## src/rtl/hazard_fwd_ctrl_pkg.sv

```systemverilog
// Shared definitions for the E-stage forwarding/stall controller: operand source
// encodings, the default timing-field width and per-class Tnew/Tuse constants.
package hazard_fwd_ctrl_pkg;

    localparam int TW_DEF = 2;

    typedef enum logic [1:0] {
        SEL_GRF = 2'd0,
        SEL_M   = 2'd1,
        SEL_W   = 2'd2
    } sel_e;

    // Tnew counts from E entry; Tuse counts from D.
    localparam int TNEW_NONE = 0;
    localparam int TNEW_ALU  = 1;
    localparam int TNEW_LOAD = 2;
    localparam int TUSE_BR   = 0;
    localparam int TUSE_ALU  = 1;

endpackage

```

## src/rtl/hazard_stage_reg.sv

```systemverilog
// One pipeline tracker stage: holds dest reg, remaining Tnew and write flag for the
// instruction in that stage. Optionally decrements Tnew (saturating) on entry.
module hazard_stage_reg #(
    parameter int TW     = 2,
    parameter bit DEC_IN = 1'b1
) (
    input  logic          clk,
    input  logic          srst,
    input  logic          bubble,
    input  logic [4:0]    in_wa,
    input  logic [TW-1:0] in_tnew,
    input  logic          in_rw,
    output logic [4:0]    wa,
    output logic [TW-1:0] tnew,
    output logic          rw
);

    logic [4:0]    wa_reg;
    logic [TW-1:0] tnew_reg;
    logic          rw_reg;
    logic [TW-1:0] tnew_next;

    always_comb begin
        tnew_next = in_tnew;
        if (DEC_IN && in_tnew != '0) begin
            tnew_next = in_tnew - 1'b1;
        end
    end

    always_ff @(posedge clk) begin
        if (srst || bubble) begin
            wa_reg   <= '0;
            tnew_reg <= '0;
            rw_reg   <= 1'b0;
        end else begin
            wa_reg   <= in_wa;
            tnew_reg <= tnew_next;
            rw_reg   <= in_rw;
        end
    end

    assign wa   = wa_reg;
    assign tnew = tnew_reg;
    assign rw   = rw_reg;

endmodule

```

## src/rtl/hazard_fwd_ctrl.sv

```systemverilog
// Hazard unit for a 5-stage pipeline: tracks producers in E/M/W, raises the D-stage
// stall and selects the forwarding source for each E operand.
module hazard_fwd_ctrl
    import hazard_fwd_ctrl_pkg::*;
#(
    parameter int TW = TW_DEF
) (
    input  logic          clk,
    input  logic          reset,
    input  logic [4:0]    D_ReadA1,
    input  logic [4:0]    D_ReadA2,
    input  logic [TW-1:0] D_Tuse1,
    input  logic [TW-1:0] D_Tuse2,
    input  logic [4:0]    D_WriteA,
    input  logic [TW-1:0] D_Tnew,
    input  logic          D_RegWrite,
    output logic          Stall,
    output logic [1:0]    Trans_ALUIn_Sel1,
    output logic [1:0]    Trans_ALUIn_Sel2,
    output logic [4:0]    E_ReadA1,
    output logic [4:0]    E_ReadA2,
    output logic [31:0]   StallCnt
);

    localparam int ST_E = 0;
    localparam int ST_M = 1;
    localparam int ST_W = 2;

    logic [4:0]    st_in_wa   [3];
    logic [TW-1:0] st_in_tnew [3];
    logic          st_in_rw   [3];
    logic [4:0]    st_wa      [3];
    logic [TW-1:0] st_tnew    [3];
    logic          st_rw      [3];
    logic          st_prod    [3];

    logic          stall_next;
    logic [4:0]    e_a1_reg;
    logic [4:0]    e_a2_reg;
    logic [31:0]   stall_cnt_reg;
    sel_e          sel1_next;
    sel_e          sel2_next;

    // E is fed from D (no decrement, bubbled on stall); M and W age the previous stage.
    genvar gi;
    generate
        for (gi = 0; gi < 3; gi++) begin : g_stage
            if (gi == ST_E) begin : g_src_d
                assign st_in_wa[gi]   = D_WriteA;
                assign st_in_tnew[gi] = D_Tnew;
                assign st_in_rw[gi]   = D_RegWrite;
            end else begin : g_src_prev
                assign st_in_wa[gi]   = st_wa[gi-1];
                assign st_in_tnew[gi] = st_tnew[gi-1];
                assign st_in_rw[gi]   = st_rw[gi-1];
            end

            hazard_stage_reg #(
                .TW     (TW),
                .DEC_IN (gi != ST_E)
            ) u_stage (
                .clk     (clk),
                .srst    (reset),
                .bubble  ((gi == ST_E) ? stall_next : 1'b0),
                .in_wa   (st_in_wa[gi]),
                .in_tnew (st_in_tnew[gi]),
                .in_rw   (st_in_rw[gi]),
                .wa      (st_wa[gi]),
                .tnew    (st_tnew[gi]),
                .rw      (st_rw[gi])
            );

            // Register 0 is hardwired, so writing it never produces anything.
            assign st_prod[gi] = st_rw[gi] && (st_wa[gi] != 5'd0);
        end
    endgenerate

    always_comb begin
        stall_next =
            (st_prod[ST_E] && st_wa[ST_E] == D_ReadA1 && st_tnew[ST_E] > D_Tuse1) ||
            (st_prod[ST_M] && st_wa[ST_M] == D_ReadA1 && st_tnew[ST_M] > D_Tuse1) ||
            (st_prod[ST_E] && st_wa[ST_E] == D_ReadA2 && st_tnew[ST_E] > D_Tuse2) ||
            (st_prod[ST_M] && st_wa[ST_M] == D_ReadA2 && st_tnew[ST_M] > D_Tuse2);
    end

    always_ff @(posedge clk) begin
        if (reset || stall_next) begin
            e_a1_reg <= '0;
            e_a2_reg <= '0;
        end else begin
            e_a1_reg <= D_ReadA1;
            e_a2_reg <= D_ReadA2;
        end
    end

    // An M match still in flight (Tnew!=0) blocks W: W would hold a stale older value.
    function automatic sel_e pick_src(input logic [4:0] ra);
        sel_e s;
        s = SEL_GRF;
        if (ra != 5'd0) begin
            if (st_prod[ST_M] && st_wa[ST_M] == ra) begin
                s = (st_tnew[ST_M] == '0) ? SEL_M : SEL_GRF;
            end else if (st_prod[ST_W] && st_wa[ST_W] == ra) begin
                s = SEL_W;
            end
        end
        return s;
    endfunction

    always_comb begin
        sel1_next = pick_src(e_a1_reg);
        sel2_next = pick_src(e_a2_reg);
    end

    always_ff @(posedge clk) begin
        if (reset) begin
            stall_cnt_reg <= '0;
        end else if (stall_next && stall_cnt_reg != 32'hFFFF_FFFF) begin
            stall_cnt_reg <= stall_cnt_reg + 32'd1;
        end
    end

    always_ff @(posedge clk) begin
        if (!reset) begin
            assert (!(sel1_next == SEL_M && st_tnew[ST_M] != '0));
            assert (!(sel2_next == SEL_M && st_tnew[ST_M] != '0));
        end
    end

    assign Stall            = stall_next;
    assign Trans_ALUIn_Sel1 = sel1_next;
    assign Trans_ALUIn_Sel2 = sel2_next;
    assign E_ReadA1         = e_a1_reg;
    assign E_ReadA2         = e_a2_reg;
    assign StallCnt         = stall_cnt_reg;

endmodule

```

## config.mk

```make
export PLATFORM = sky130hd
export DESIGN_NAME = hazard_fwd_ctrl
export DESIGN_NICKNAME = d
export VERILOG_FILES = /design/src/rtl/hazard_fwd_ctrl_pkg.sv /design/src/rtl/hazard_stage_reg.sv /design/src/rtl/hazard_fwd_ctrl.sv
export SDC_FILE = /design/constraint.sdc
export NUM_CORES = 1
export LEC_CHECK = 0
export ABC_CLOCK_PERIOD_IN_PS = 3900
export BUFFER_PORTS_ARGS = -buffer_cell sky130_fd_sc_hd__buf_2
export CAP_MARGIN = 20
export CORE_MARGIN = 2
export CORE_UTILIZATION = 55
export DETAILED_ROUTE_END_ITERATION = 10
export HOLD_SLACK_MARGIN = 0.12
export PLACE_DENSITY_LB_ADDON = 0.08
export SLEW_MARGIN = 20
export SYNTH_ARGS = -nofsm -noshare
export SYNTH_HDL_FRONTEND = slang
export SYNTH_SLANG_ARGS = --single-unit
```

## constraint.sdc

```tcl
create_clock -name clk -period 3.9 [get_ports clk]
set_clock_uncertainty 0.05 [all_clocks]
set_input_delay 0.585 -clock clk [delete_from_list [all_inputs] [get_ports clk]]
set_output_delay 0.585 -clock clk [all_outputs]
set_load 0.01 [all_outputs]
```

==> flow_summary.ini <==
[run_status]
status = complete, no violations

[sta]
finalHoldViolCount = 0
fin_ws_ns = 0.860
tightest_slew_ns = 1.02
relSlewSlack_pct = 31.9
setup_viol = 0
slew_viol_final = 0
clock.fmax_mhz = 329
fin_crit_sh_pct = 77.9
finalSetupTns_ns = 0
min_period_ns = 3.04
rsz0062_at_grt = no

[floorplanning]
io_pins = 71
die_h_um = 81.9
die_area_um2 = 6710
die_x_um = 81.9
initial_core_util_pct = 56.7
fp.coreArea_um2 = 5890
rows = 28

[synth]
synth_ff_type = dfxtp_1
yosys-top-cells-count = dfxtp_1, a21oi_1, nor2_1, xnor2_1
yosys_register_bits = 64
synth_top_area_share_pct = 38.4
synth_area_leader_cell = dfxtp_1
synth_edf_count = 0
yosysMostFrequentCell = dfxtp_1
syn_inst = 378
syn_area_um2 = 3340
ys_warn_count = 0
netlist_top_cells_area = dfxtp_1, xnor2_1, xor2_1
yosysSeqAreaShare_pct = 38.4
yosysUniqueCellTypes = 44
synth_nets = 411
syn_avg_cell_area_um2 = 8.83
synthArstFlopShare_pct = 0

[grt]
grt_max_degree = 56
grt_pass1_wl_um = 12200
antenna_found_initial = 0
grt_pass1_vias = 2558
overflow = 0
grt_usage_pct = 23.9

[routing]
drt-total-wl_um = 7490
drc = 0
vias = 2871
antenna_left = 0
firstDrtPassIters = 4
wl_per_cell_um = 14.4
viasPerCell = 5.52
drt-initial-drc-count = 170

[power_and_ir_drop]
leakage_nw = 1.59
pwr_density_cell_nw_per_um2 = 360
vdd_ir_drop_max_uv = 275

[cells_and_area]
antenna_cells = 0
final_util_pct = 65.8
largest_reg_flops = 32
nets = 474
syn_to_final_growth_pct = 16.0
nFillCells = 520
drive_gt1_share_pct = 22.7

[setup_path]
path_delay_family = simple AND/OR/NAND/NOR gates
crit_slowest_cell = or4_1
worstSetupPathType = reg2out
crit_path_start_kind = register
slowest_delay_ns = 0.55
cp-end-kind = output pin
worstPathCellList = or4_1, o21ai_1, o21bai_2, and2_4, inv_2, buf_2
crit_buf_inv = 2
critPathRequiredTime_ns = 3.26
worstPathArrival_ns = 2.40
worstPathMaxFanout = 18

[clock_tree]
post_cts_resized = 0
cts_hold_buffers = 0
ctsHtreeMaxLevel = 3
cts_made_buffers = 9
clockBufferDepth = 2
path_clk_slew_ns = 0.07
clockRootBuffer = clkbuf_8
cts_tree = built
cts.sinks = 64
clk_latency_ns = 0.34
postCtsSetupBuffers = 0

[placed_design]
post-place-ws_ns = 0.885
place_congestion = 0.856
dpl.hpwl_um = 5490
port_buffers = 70

[worst_hold_path]
worstHoldPathType = reg2reg

[run]
maxCapViolations = 0
-- cell usage in the layout, fill, tap and decap left out, types with 2 or more instances in the layout --
cell type / n
nor4_2: 3
nor2b_1: 18
a31o_2: 2
and2_1: 20
nand2b_1: 2
ha_1: 9
o21ai_0: 8
a211oi_1: 3
and3_1: 8
or4_1: 15
inv_1: 14
nor3b_1: 2
bufinv_16: 2
o31ai_1: 10
nor2_1: 26
clkbuf_1: 3
xor2_1: 20
clkbuf_8: 9
nor3_1: 3
nand3_1: 10
buf_2: 70
nand4_1: 20
nand2_1: 20
or3_1: 5
a21oi_1: 26
dfxtp_1: 64
nor4_1: 7
a21o_1: 2
xnor2_1: 24
mux2_2: 5
-- routing by layer --
metal  vias to the layer above  part of all wire, %  track usage [%]
met4                         0                  1.3             7.50
met2                        95                   45             36.2
li1                       1453                    -                -
met5                         -                    0                0
met1                      1314                   48             33.6
met3                         9                  5.8             5.71
-- report_power, final --
part | internal (mW) | leakage [nW] | total, mW | switching [mW]
combinational | 0.0540 | 0.976 | 0.109 | 0.0552
clock | 0.357 | 0.0967 | 0.595 | 0.238
sequential | 0.669 | 0.522 | 0.690 | 0.0214
total | 1.08 | 1.59 | 1.39 | 0.315
-- worst paths after layout --
path	start	to	slack, ns	cells after the start
worst max-delay path	g_stage[1].u_stage.wa[1]$_SDFF_PP0_	Stall	0.86	6
worst min-delay path	g_stage[0].u_stage.tnew[0]$_SDFF_PP0_	g_stage[1].u_stage.tnew[0]$_SDFF_PP0_	0.37	1
worst max register to register	g_stage[1].u_stage.tnew[0]$_SDFF_PP0_	StallCnt[2]$_SDFFE_PP0P_	1.20	9
worst min register to register	g_stage[0].u_stage.tnew[0]$_SDFF_PP0_	g_stage[1].u_stage.tnew[0]$_SDFF_PP0_	0.37	1
-- through the flow --
stage               hold WS, ns  power [mW]  std cells  instance area [um2]
floorplan                 0.348       0.778        378                 3340
global placement          0.351       0.810        505                 3670
detailed placement        0.364       0.814        505                 3670
CTS                       0.373        1.41        520                 3870
global route              0.388        1.45        520                 3870
finish                    0.371        1.39        520                 3870
-- cells by family after synthesis --
logic type / Yosys count / synth area share, %
mux: 7 / 2.44
simple gates: 165 / 28.7
flops: 64 / 38.4
buf+inv: 33 / 5.10
compound gates: 56 / 10.5
fa+ha+maj: 9 / 3.37
xor+xnor: 44 / 11.5
-- final cells by class --
cell class / count / area [um2] / share of cell area [%]
inverter: 15 / 56.3 / 1.45
clock inverter: 3 / 67.6 / 1.75
timing repair buffer: 70 / 350 / 9.05
sequential: 64 / 1280 / 33.1
tap: 75 / 93.8 / 2.42
clock buffer: 12 / 135 / 3.49
multi-input combinational: 281 / 1890 / 48.7
-- worst register-to-register path, stage by stage (launching register included) --
cell and delay [ns]:
dfxtp_1 0.42, inv_1 0.09, ha_1 0.28, nand2_1 0.09, nand4_1 0.11, nor4_2 0.31
o21bai_2 0.15, a21oi_1 0.71, a21oi_1 0.15, a31o_2 0.24
(Power assumes the default switching activity.)
